File: config.mk
export PLATFORM = sky130hd
export DESIGN_NAME = leaf_stub
export DESIGN_NICKNAME = d
export VERILOG_FILES = /design/src/rtl/leaf_pkg.sv /design/src/rtl/leaf_stub_fifo.sv /design/src/rtl/leaf_stub.sv
export SDC_FILE = /design/constraint.sdc
export NUM_CORES = 1
export LEC_CHECK = 0
export CAP_MARGIN = 20
export CORE_MARGIN = 5
export CORE_UTILIZATION = 36
export CTS_BUF_LIST = sky130_fd_sc_hd__clkbuf_4 sky130_fd_sc_hd__clkbuf_8 sky130_fd_sc_hd__clkbuf_16
export DETAILED_ROUTE_END_ITERATION = 12
export PLACE_DENSITY = 0.82
export SETUP_SLACK_MARGIN = 0.15
export SLEW_MARGIN = 20
export SYNTH_ARGS = -nofsm -noshare
export SYNTH_HDL_FRONTEND = slang
export SYNTH_HIERARCHICAL = 1
export SYNTH_SLANG_ARGS = --single-unit
File: constraint.sdc
create_clock -name clk_bft -period 2.65 [get_ports clk_bft]
set_input_delay 0.53 -clock clk_bft [delete_from_list [all_inputs] [get_ports clk_bft]]
set_output_delay 0.53 -clock clk_bft [all_outputs]
set_load 0.01 [all_outputs]
File: src/rtl/leaf_pkg.sv
// Packet layout, mode constants and header helpers shared by the leaf stub.
package leaf_pkg;

  // Field widths of a BFT packet, MSB first: valid, leaf, port, addr, payload.
  localparam int PKT_PAYLOAD_W = 32;
  localparam int PKT_ADDR_W    = 7;
  localparam int PKT_PORT_W    = 4;
  localparam int PKT_LEAF_W    = 5;
  localparam int PKT_W         = 1 + PKT_LEAF_W + PKT_PORT_W + PKT_ADDR_W + PKT_PAYLOAD_W;

  // Field offsets derived from the widths above.
  localparam int ADDR_LSB  = PKT_PAYLOAD_W;
  localparam int PORT_LSB  = ADDR_LSB + PKT_ADDR_W;
  localparam int LEAF_LSB  = PORT_LSB + PKT_PORT_W;
  localparam int VALID_BIT = LEAF_LSB + PKT_LEAF_W;

  // Operating modes of the stub.
  localparam int MODE_SINK = 0;
  localparam int MODE_ECHO = 1;

  typedef logic [PKT_W-1:0]      pkt_t;
  typedef logic [PKT_LEAF_W-1:0] leaf_t;
  typedef logic [PKT_PORT_W-1:0] port_t;

  function automatic logic pkt_valid(input pkt_t p);
    return p[VALID_BIT];
  endfunction

  function automatic port_t pkt_port(input pkt_t p);
    return p[PORT_LSB +: PKT_PORT_W];
  endfunction

  function automatic leaf_t pkt_leaf(input pkt_t p);
    return p[LEAF_LSB +: PKT_LEAF_W];
  endfunction

  // Rewrite the header to a new destination; the word is marked valid,
  // addr and payload pass through untouched.
  function automatic pkt_t pkt_set_dest(input pkt_t p, input leaf_t leaf, input port_t port);
    pkt_t r;
    r = p;
    r[VALID_BIT] = 1'b1;
    r[LEAF_LSB +: PKT_LEAF_W] = leaf;
    r[PORT_LSB +: PKT_PORT_W] = port;
    return r;
  endfunction

endpackage

File: src/rtl/leaf_stub_fifo.sv
// Small synchronous FIFO holding echoed packets. The head word is always
// visible on data_o; pop_i consumes it on the rising edge. Callers only
// pop when non-empty and only push when non-full or popping.
module leaf_stub_fifo #(
  parameter int WIDTH = 49,
  parameter int DEPTH = 4
) (
  input  logic                     clk_i,
  input  logic                     rst_i,
  input  logic                     push_i,
  input  logic [WIDTH-1:0]         data_i,
  input  logic                     pop_i,
  output logic [WIDTH-1:0]         data_o,
  output logic                     full_o,
  output logic                     empty_o,
  output logic [$clog2(DEPTH):0]   count_o
);

  localparam int AW = $clog2(DEPTH);

  logic [WIDTH-1:0] mem_q [DEPTH];
  logic [AW-1:0]    wr_ptr_q, wr_ptr_d;
  logic [AW-1:0]    rd_ptr_q, rd_ptr_d;
  logic [AW:0]      count_q, count_d;

  assign data_o  = mem_q[rd_ptr_q];
  assign full_o  = (count_q == (AW+1)'(DEPTH));
  assign empty_o = (count_q == '0);
  assign count_o = count_q;

  // Next pointers wrap naturally; occupancy moves only on push xor pop.
  always_comb begin
    wr_ptr_d = wr_ptr_q;
    rd_ptr_d = rd_ptr_q;
    count_d  = count_q;
    if (push_i) wr_ptr_d = wr_ptr_q + 1'b1;
    if (pop_i)  rd_ptr_d = rd_ptr_q + 1'b1;
    case ({push_i, pop_i})
      2'b10:   count_d = count_q + 1'b1;
      2'b01:   count_d = count_q - 1'b1;
      default: count_d = count_q;
    endcase
  end

  // Pointer and occupancy registers; reset empties the FIFO.
  always_ff @(posedge clk_i) begin
    if (rst_i) begin
      wr_ptr_q <= '0;
      rd_ptr_q <= '0;
      count_q  <= '0;
    end else begin
      wr_ptr_q <= wr_ptr_d;
      rd_ptr_q <= rd_ptr_d;
      count_q  <= count_d;
    end
  end

  // Storage array; contents are don't-care until written.
  always_ff @(posedge clk_i) begin
    if (push_i && !rst_i) mem_q[wr_ptr_q] <= data_i;
  end

endmodule

File: src/rtl/leaf_stub.sv
// Stand-in leaf for an unused BFT leaf slot. Drains every packet so the
// network never stalls, counts accepted/dropped packets, and in echo mode
// returns accepted packets to a fixed leaf/port.
//
// Output handshake: a non-zero word on dout_leaf_interface2bft is offered
// to the BFT; when resend is high in that cycle the BFT did not take it and
// the same word is re-presented next cycle. A word is consumed on any edge
// where resend is low.
module leaf_stub
  import leaf_pkg::*;
#(
  parameter int PACKET_BITS   = PKT_W,
  parameter int PAYLOAD_BITS  = PKT_PAYLOAD_W,
  parameter int NUM_LEAF_BITS = PKT_LEAF_W,
  parameter int NUM_PORT_BITS = PKT_PORT_W,
  parameter int NUM_ADDR_BITS = PKT_ADDR_W,
  parameter int PORT_BASE     = 2,
  parameter int NUM_IN_PORTS  = 1,
  parameter int MODE          = MODE_SINK,
  parameter int FIFO_DEPTH    = 4,
  parameter int RETURN_LEAF   = 0,
  parameter int RETURN_PORT   = 2,
  parameter int CNT_BITS      = 16
) (
  input  logic                   clk_bft,
  input  logic                   reset_bft,
  input  logic [PACKET_BITS-1:0] din_leaf_bft2interface,
  output logic [PACKET_BITS-1:0] dout_leaf_interface2bft,
  input  logic                   resend,
  input  logic                   ap_start,
  output logic [CNT_BITS-1:0]    rx_count,
  output logic [CNT_BITS-1:0]    drop_count
);

  logic                          in_valid;
  logic                          in_range;
  port_t                         in_port;
  pkt_t                          echo_word;
  logic                          rx_inc;
  logic                          drop_inc;
  logic [$clog2(FIFO_DEPTH):0]   fifo_count;
  logic [CNT_BITS-1:0]           rx_cnt_q, rx_cnt_d;
  logic [CNT_BITS-1:0]           drop_cnt_q, drop_cnt_d;
  logic                          unused_ok;

  // Input is ignored entirely while reset is asserted.
  assign in_valid  = ~reset_bft & pkt_valid(din_leaf_bft2interface);
  assign in_port   = pkt_port(din_leaf_bft2interface);
  assign in_range  = in_valid && (int'(in_port) >= PORT_BASE)
                              && (int'(in_port) < PORT_BASE + NUM_IN_PORTS);
  assign echo_word = pkt_set_dest(din_leaf_bft2interface,
                                  leaf_t'(RETURN_LEAF), port_t'(RETURN_PORT));

  // Inputs and side values that only matter in echo mode.
  assign unused_ok = ^{ap_start, resend, echo_word, fifo_count};

  if (MODE == MODE_ECHO) begin : g_echo
    logic [PACKET_BITS-1:0] out_pkt_q, out_pkt_d;
    logic [PACKET_BITS-1:0] fifo_head;
    logic                   fifo_full, fifo_empty;
    logic                   push, pop;

    // Pop whenever the output register is free to move and data waits.
    assign pop  = ~reset_bft & ~resend & ~fifo_empty;
    // A full FIFO still accepts when the head leaves in the same cycle.
    assign push = in_range & ap_start & (~fifo_full | pop);

    assign rx_inc   = push;
    assign drop_inc = in_valid & ~push;

    leaf_stub_fifo #(
      .WIDTH (PACKET_BITS),
      .DEPTH (FIFO_DEPTH)
    ) u_fifo (
      .clk_i   (clk_bft),
      .rst_i   (reset_bft),
      .push_i  (push),
      .data_i  (echo_word),
      .pop_i   (pop),
      .data_o  (fifo_head),
      .full_o  (fifo_full),
      .empty_o (fifo_empty),
      .count_o (fifo_count)
    );

    // Output word: hold on resend, else take the FIFO head, else idle zero.
    always_comb begin
      out_pkt_d = '0;
      if (resend)           out_pkt_d = out_pkt_q;
      else if (!fifo_empty) out_pkt_d = fifo_head;
    end

    // Output register; reset discards any held packet.
    always_ff @(posedge clk_bft) begin
      if (reset_bft) out_pkt_q <= '0;
      else           out_pkt_q <= out_pkt_d;
    end

    assign dout_leaf_interface2bft = out_pkt_q;
  end else begin : g_sink
    assign rx_inc                  = in_range;
    assign drop_inc                = in_valid & ~in_range;
    assign fifo_count              = '0;
    assign dout_leaf_interface2bft = '0;
  end

  // Saturating counters: stick at all-ones instead of wrapping.
  always_comb begin
    rx_cnt_d   = rx_cnt_q;
    drop_cnt_d = drop_cnt_q;
    if (rx_inc && (rx_cnt_q != '1))     rx_cnt_d   = rx_cnt_q + 1'b1;
    if (drop_inc && (drop_cnt_q != '1)) drop_cnt_d = drop_cnt_q + 1'b1;
  end

  // Counter registers.
  always_ff @(posedge clk_bft) begin
    if (reset_bft) begin
      rx_cnt_q   <= '0;
      drop_cnt_q <= '0;
    end else begin
      rx_cnt_q   <= rx_cnt_d;
      drop_cnt_q <= drop_cnt_d;
    end
  end

  assign rx_count   = rx_cnt_q;
  assign drop_count = drop_cnt_q;

endmodule
* Yosys cells after proc, flatten, opt, wreduce, memory -nomap -nowiden
Index checks and enable logic that the tools add are counted.
Word-level totals: register bits 32, input bits 53, logic and storage cells 16
Cells by class: add/subtract/negate cells 2, order comparisons 2, equality and inequality tests 2, bitwise operators 4, reductions and logical operators 4
Operators with widths (count):
- $add 16x1->16 const B | 2
- $ne 16x16->1 const B | 2
- $ge 4x2->1 const B | 1
- $logic_and 1x1->1 | 4
- $lt 4x2->1 const B | 1
- $and 1x1->1 | 2
- $not 1->1 | 2

* Longest topological paths before layout
Gate-level depths: netlist of run 1.
word-level depth 7, depth in mapped cells 7, gate-level depth less buffers 6

* Least setup slack after synthesis of run 1
OpenSTA, ideal clock, no wires.
path kind input to register, start point input din_leaf_bft2interface[41], end point register rx_cnt_q[15], in the netlist rx_count[15], arrival time 1.992 ns, required time 2.580 ns, path slack 0.588 ns, cell stages on the path 5, buffers on the path 0, cells stage by stage or4b_4 > nor3_4 > nand4_4 > or3_1 > a21oi_1
On the way: word-level cells in the longest chain between the ends 4, elaborated cells between the ends (all ways) 5, classes of those cells 2 x order compare; 3 x reduce/logical
Ends and longest elaborated chain:
- from (decl) | line leaf_stub.sv:27 | input logic [PACKET_BITS-1:0] din_leaf_bft2interface,
- $ge 4x2->1 | line leaf_stub.sv:49 | assign in_range = in_valid && (int'(in_port) >= PORT_BASE)
- $logic_and 1x1->1 | line leaf_stub.sv:49
- $logic_and 1x1->1 (*) | line leaf_stub.sv:50 | && (int'(in_port) < PORT_BASE + NUM_IN_PORTS);
- $logic_and 1x1->1 (*) | line leaf_stub.sv:111 | if (rx_inc && (rx_cnt_q != '1)) rx_cnt_d = rx_cnt_q + 1'b1;
- to (signal assigned) | line leaf_stub.sv:121 | rx_cnt_q <= rx_cnt_d;
- to (decl) | line leaf_stub.sv:42 | logic [CNT_BITS-1:0] rx_cnt_q, rx_cnt_d;
Mark *: on every way between the ends. The rest lies on a longest branch, timed or not. A chain may end at the register's enable or synchronous reset.

* Final worst setup path of run 1
start point input din_leaf_bft2interface[41], end point register rx_cnt_q[5], in the netlist rx_count[5]
The elaborated chain is that of the path after synthesis.

==> results by group, run 1 <==
Synthesis
  • Synth cell count leaders: 49 x buf_4, 32 x dfxtp_1, 26 x nor2_1
  • Cell Area, Synth: 1960 sq um
  • Post-synth ARST share: 0%
  • Top-count cell post-synth: buf_4
  • Netlist cell types: 38
  • Post-Synthesis Cells: 237
  • Number of synthesized register bits: 32
  • Number of enable-type register cells in the synthesized netlist: 0
  • Warnings, synthesis: 6
  • Post-Syn Area per Cell: 8.28 sq um
  • Register area share after synthesis: 32.6%
  • Main area contributors after synthesis: dfxtp_1 33%, buf_4 19%, nor2_1 5.0%, xor2_1 4.9%, nand4_1 2.9%
  • Proportion of netlist area held by the largest area contributor: 32.6%
  • Area leader, netlist: dfxtp_1
  • Main synth FF type: dfxtp_1

Global routing
  • Pin count of the biggest net entering global routing: 36
  • Global routing usage summed across all routing layers: 11.3%
  • Global-route wire length before repair: 6510 microns
  • Total congestion overflow after global routing: 0
  • Initial antenna violation count: 0
  • Vias in the first global route: 1458

STA
  • Final worst-path setup slack: 392 ps
  • Endpoints failing hold: 0
  • Slew headroom: 48.7%
  • Unrepaired setup endpoints after global routing: no
  • Sum of negative setup slack: 0 ps
  • Final setup violating endpoints: 0
  • Period utilisation layout: 85.2%
  • Transition time of the tightest slew-check pin: 763 ps
  • Min Clock Period, post-route: 2260 ps
  • Max-slew violation count: 0
  • Peak clock frequency supported by timing: 443 MHz
  • Final worst clock skew: 2.56 ps

Clocking
  • Clock transition at path regs: 60 ps
  • Number of clock sinks: 32
  • Post-CTS Repair Setup Buffers: 0
  • CTS tree: yes
  • Maximum level of the CTS H-tree: 2
  • Cts hold-fix bufs: 0
  • Cell chosen for the clock root: clkbuf_8
  • CTS buffer count: 5
  • Clock latency on the worst-skew pair: 280 ps
  • # resized after CTS: 0
  • Number of buffers on the longest clock path: 2

Detailed routing
  • Remaining antenna violation count after routing: 0
  • Iter 0 DRT Violations: 25
  • Vias after detailed routing: 1627
  • Wirelength, routed: 4060 microns
  • Wirelength per Cell: 11.6 microns
  • Average vias per placed instance: 4.65
  • Drt drc: 0
  • Iteration count of the initial detailed-routing pass: 4

Floorplanning
  • Floorplan core area: 5200 sq um
  • Effective utilization at floorplan: 37.7%
  • Standard-cell rows: 26
  • Vertical extent of the die: 83.8 microns
  • Total die area: 7030 sq um
  • Chip width: 83.8 microns
  • I/O pins: 134

Setup path
  • Crit path launch type: input pin
  • Capturing element type of the critical path: register
  • Critical Setup Path Class: input pin to register
  • Cell-by-cell trace of the critical path: clkdlybuf4s50_1 -> or4b_4 -> nor4_1 -> a21boi_0 -> xnor2_1 -> nor2_1
  • WP buf/inv: 1
  • Arrival time worst endpoint: 2430 ps
  • Critical path depth in cells: 6
  • Highest net fanout along the worst path: 3
  • Cell with the largest stage delay on the worst path: or4b_4
  • R2R depth: 6
  • Worst path required time: 2820 ps
  • Top cell family by delay on the critical path: simple AND/OR/NAND/NOR gates
  • Delay of the slowest critical-path stage: 590 ps

Power and ir drop
  • Portion of total power attributed to combinational logic: 7.5%
  • Internal Power: 0.733 mW
  • Worst voltage drop across the vdd grid: 228 uV
  • Standby leakage power: 0.907 nW
  • Pwr per Cell Area: 408 nW/um^2
  • Fraction of power consumed by the clock network: 42.0%
  • Design Power: 0.960 mW
  • Net Sw Frac: 23.6%
  • Switching pwr: 0.227 mW
  • Fraction of power consumed by sequential logic: 50.6%

Placed design
  • GP Congestion: 0.770
  • Post-detailed-placement cell area: 2260 sq um
  • Detail Placement HPWL: 3140 microns
  • Input/output buffers: 38
  • Pre-CTS setup slack: 97.1 ps

Cells and area
  • Finished layout cell area: 2350 sq um
  • Fill cell total of the finished layout: 519
  • Area growth syn-to-layout: 19.9%
  • Number of nets in the final layout: 335
  • Number of antenna cells inserted: 0
  • Layout cells sized above 1: 7.14%

Min path
  • Worst hold-check path type: register to register
  • Worst hold stages: 1

Run
  • Max-cap viol count: 0

Status
  • Result of the run: finished clean
worst reg2reg max path, cell delays in order (launching register included):
cell     delay (ps)
dfxtp_1         380
ha_1            280
nand3_1         180
nor3_1          620
nand3_1         190
xor2_1          180
nor2_1           60
state kept, by name, indices dropped and copies added (netlist names):
| name | count |
|---|---|
| rx_count | 16 |
| drop_count | 16 |
cell families (layout without fill, tap and decap cells):
kind of cell,count (synthesis),count (layout),share of synthesized area [%]
other,1,49,0.191
DFF,32,32,32.6
xor gates and xnor gates,16,16,7.14
buffers and inverters,58,53,20.5
adders and majority gates,2,2,1.27
muxes,5,5,2.61
AOI/OAI and AO/OA,27,27,8.73
and+or+nand+nor,96,96,27.0
metal layers:
| metal | track usage (%) | up-vias | wire (microns) |
|---|---|---|---|
| li1 | - | 808 | - |
| met1 | 11.8 | 769 | 1620 |
| met2 | 20.0 | 45 | 2120 |
| met3 | 3.55 | 5 | 275 |
| met4 | 6.29 | 0 | 55 |
| met5 | 0 | - | 0 |
final timing paths:
check / start / endpoint / slack (ps)
max reg2reg: drop_count[0]$_SDFFE_PP0P_ / drop_count[8]$_SDFFE_PP0P_ / 640
min: rx_count[3]$_SDFFE_PP0P_ / rx_count[3]$_SDFFE_PP0P_ / 500
max: din_leaf_bft2interface[41] / rx_count[5]$_SDFFE_PP0P_ / 390
min reg2reg: rx_count[3]$_SDFFE_PP0P_ / rx_count[3]$_SDFFE_PP0P_ / 500
metrics by stage:
step | cells | utilization [%] | hold slack [ps]
2_1_floorplan | 285 | - | 498
3_3_place_gp | 343 | 43.4 | 487
3_5_place_dp | 343 | 43.4 | 487
4_1_cts | 350 | 45.2 | 508
5_1_grt | 350 | 45.2 | 531
6_report | 350 | 45.2 | 500
layout by cell type, fill, tap and decap left out, drive strengths merged:
| cell type | instances |
|---|---|
| nor2b | 1 |
| or4 | 1 |
| clkbuf | 7 |
| a31o | 2 |
| xnor2 | 5 |
| conb | 49 |
| nand4b | 1 |
| a31oi | 1 |
| and3 | 5 |
| a21boi | 1 |
| nand2b | 5 |
| a21oi | 10 |
| nor4b | 1 |
| o21ai | 8 |
| dfxtp | 32 |
| nand2 | 13 |
| and2 | 2 |
| mux2 | 1 |
| o31ai | 1 |
| or3 | 8 |
| nor4 | 2 |
| buf | 5 |
| a211oi | 3 |
| ha | 2 |
| nor2 | 26 |
| nor3 | 6 |
| xor2 | 11 |
| o2111a | 1 |
| clkdlybuf4s50 | 38 |
| mux2i | 4 |
| nand4 | 10 |
| nand3 | 11 |
| or4b | 1 |
| and4 | 3 |
| inv | 3 |
area by class of cell:
class | instances | area, sq um | area share (%)
Multi-Input combinational cell | 195 | 1100 | 46.8
Sequential cell | 32 | 641 | 27.2
Timing Repair Buffer | 43 | 418 | 17.7
Clock buffer | 7 | 96.3 | 4.09
Tap cell | 70 | 87.6 | 3.72
Inverter | 3 | 11.3 | 0.478
power groups by stage:
stage | sequential [mW] | clock (mW) | combinational [mW]
floorplan | 0.497 | 0 | 0.103
global placement | 0.496 | 0 | 0.0681
detailed placement | 0.496 | 0 | 0.0696
CTS | 0.486 | 0.415 | 0.0699
global route | 0.485 | 0.441 | 0.0791
finish | 0.486 | 0.403 | 0.0717
Power figures use the tool's default switching activity.
==> run 2, diff against run 1 <==
- CORE_UTILIZATION: 36 -> 25
- PLACE_DENSITY: 0.82 -> not set
==> run 2 against run 1 <==
Count of clock-buffer cells in the layout rose by 1; global-route usage decreased by 2.8 points; register-to-register slack barely moved; die area is 38% higher; maximum frequency shrank 1.3%; cell count grew 9.1%; critical path type unchanged.
==> results by group, run 2 (synthesis results as in run 1) <==
Status
  • Result of the run: finished clean

Detailed routing
  • Vias after detailed routing: 1591 (-2.2%)
  • Iteration count of the initial detailed-routing pass: 4 (unchanged)
  • Drt drc: 0 (unchanged)
  • Remaining antenna violation count after routing: 0 (unchanged)
  • Wirelength, routed: 4330 microns (+6.6%)
  • Average vias per placed instance: 4.16 (-10%)
  • Iter 0 DRT Violations: 34 (+36%)
  • Wirelength per Cell: 11.3 microns (-2.3%)

Floorplanning
  • Floorplan core area: 7690 sq um (+48%)
  • Vertical extent of the die: 98.6 microns (+18%)
  • I/O pins: 134 (unchanged)
  • Standard-cell rows: 32 (+23%)
  • Effective utilization at floorplan: 25.5% (-12 points)
  • Chip width: 98.6 microns (+18%)
  • Total die area: 9720 sq um (+38%)

Placed design
  • Pre-CTS setup slack: 45.1 ps (-52.0 ps)
  • Input/output buffers: 38 (unchanged)
  • Detail Placement HPWL: 3290 microns (+4.5%)
  • Placed cell count: 374 (+9.0%)
  • GP Congestion: 0.746 (-3.2%)

Setup path
  • Worst path required time: 2820 ps (about the same)
  • Setup crit start: din_leaf_bft2interface[41]
  • R2R depth: 6 (unchanged)
  • Origin of the critical flop-to-flop path: drop_count[0]$_SDFFE_PP0P_
  • Slack of the worst reg-to-reg path: 640 ps (about the same)
  • Crit path launch type: input pin
  • Arrival time worst endpoint: 2450 ps (+20 ps)
  • Critical Setup Path Class: input pin to register
  • Critical Path End: rx_count[5]$_SDFFE_PP0P_
  • Highest net fanout along the worst path: 3 (unchanged)
  • Reg-to-reg endpoint: drop_count[12]$_SDFFE_PP0P_
  • Capturing element type of the critical path: register

Cells and area
  • Number of antenna cells inserted: 0 (unchanged)
  • Non-filler cells, final: 382 (+9.1%)
  • Fill cell total of the finished layout: 812 (+56%)
  • Layout cells sized above 1: 7.14% (unchanged)
  • Number of nets in the final layout: 334 (-0.30%)
  • Most common cell after layout, fill and taps aside: conb_1
  • Area growth syn-to-layout: 21.7%
  • Most used cells in the layout excluding fill and tap cells: 49 x conb_1, 38 x clkdlybuf4s50_1, 32 x dfxtp_1

Power and ir drop
  • Portion of total power attributed to combinational logic: 7.4% (about the same)
  • Fraction of power consumed by the clock network: 42.7% (+0.7 points)
  • Fraction of power consumed by sequential logic: 49.9% (-0.7 points)
  • Net Sw Frac: 24.5% (+0.91 points)
  • Internal Power: 0.735 mW (+0.16%)
  • Switching pwr: 0.239 mW (+5.3%)
  • Pwr per Cell Area: 408 nW/um^2 (about the same)
  • Worst voltage drop across the vdd grid: 180 uV (-21%)
  • Standby leakage power: 0.905 nW (-0.24%)

Run
  • Max-cap viol count: 0 (unchanged)

STA
  • Sum of negative setup slack: 0 ps (unchanged)
  • Slew headroom: 54.3% (+5.6 points)
  • Tightest hold margin: 511 ps (+10.8 ps)
  • Unrepaired setup endpoints after global routing: no
  • Transition time of the tightest slew-check pin: 681 ps (-82.8 ps)
  • Endpoints failing hold: 0 (unchanged)
  • Peak clock frequency supported by timing: 437 MHz (-1.3%)
  • Final worst-path setup slack: 363 ps (-28.9 ps)
  • Final worst clock skew: 2.12 ps (-0.441 ps)
  • Final setup violating endpoints: 0 (unchanged)
  • Min Clock Period, post-route: 2290 ps (+28.9 ps)
  • Max-slew violation count: 0 (unchanged)
  • Period utilisation layout: 86.3% (+1.1 points)

Global routing
  • Pin count of the biggest net entering global routing: 36 (unchanged)
  • Global routing usage summed across all routing layers: 8.54% (-2.8 points)
  • Initial antenna violation count: 0 (unchanged)
  • Global-route wire length before repair: 6690 microns (+2.9%)
  • Total congestion overflow after global routing: 0 (unchanged)
  • Vias in the first global route: 1424 (-2.3%)

Clocking
  • Post-CTS Repair Setup Buffers: 0 (unchanged)
  • Clock transition at path regs: 70 ps (about the same)
  • Maximum level of the CTS H-tree: 2 (unchanged)
  • CTS buffer count: 5 (unchanged)
  • Cell chosen for the clock root: clkbuf_8
  • Cts hold-fix bufs: 0 (unchanged)
  • CTS tree: yes
  • Clock latency on the worst-skew pair: 290 ps (about the same)
  • Number of buffers on the longest clock path: 2 (unchanged)
  • # resized after CTS: 0 (unchanged)
  • Number of clock sinks: 32 (unchanged)

Min path
  • Worst hold-check path type: register to register
## run 2: worst max-delay path: stages
cell and delay (ps):
clkdlybuf4s50_1 420, or4b_4 590, nor4_1 420, a21boi_0 290
xnor2_1 150, nor2_1 50
## run 2: worst min-delay path by stage
| stage | cells after the start | end | startpoint |
|---|---|---|---|
| 3_5_place_dp | 2 | rx_count[15]$_SDFFE_PP0P_ | rx_count[15]$_SDFFE_PP0P_ |
| 6_report | 2 | rx_count[15]$_SDFFE_PP0P_ | rx_count[15]$_SDFFE_PP0P_ |
| 4_1_cts | 2 | rx_count[15]$_SDFFE_PP0P_ | rx_count[15]$_SDFFE_PP0P_ |
| 3_3_place_gp | 1 | rx_count[3]$_SDFFE_PP0P_ | rx_count[3]$_SDFFE_PP0P_ |
| 5_1_grt | 2 | rx_count[15]$_SDFFE_PP0P_ | rx_count[15]$_SDFFE_PP0P_ |
| 2_1_floorplan | 1 | rx_count[3]$_SDFFE_PP0P_ | rx_count[3]$_SDFFE_PP0P_ |
## run 2: power by group through the flow
stage	Sequential, mW	Clock [mW]	Combinational (mW)
finish	0.486	0.416	0.0721
global route	0.485	0.450	0.0795
CTS	0.485	0.429	0.0707
detailed placement	0.496	0	0.0705
global placement	0.496	0	0.0697
floorplan	0.497	0	0.103
## run 2: layout make-up
class / instances / area (sq um) / area share [%]
timing repair buffer: 42 / 410 / 17.2
sequential: 32 / 641 / 26.8
multi-input combinational: 195 / 1100 / 46.1
inverter: 3 / 11.3 / 0.471
tap: 102 / 128 / 5.34
clock buffer: 8 / 97.6 / 4.09
## run 2: per-stage QoR
step	area (sq um)	utilization, %	power, mW
2_1_floorplan	2140	-	0.600
3_3_place_gp	2290	29.8	0.566
3_5_place_dp	2290	29.8	0.567
4_1_cts	2390	31.1	0.985
5_1_grt	2390	31.1	1.01
6_report	2390	31.1	0.973
## run 2: routing by layer
layer | vias up | global-route usage [%] | wire length [microns]
li1 | 809 | - | -
met1 | 722 | 9.69 | 1820
met2 | 53 | 14.7 | 2150
met3 | 7 | 2.90 | 293
met4 | 0 | 3.47 | 62
met5 | - | 0 | 0
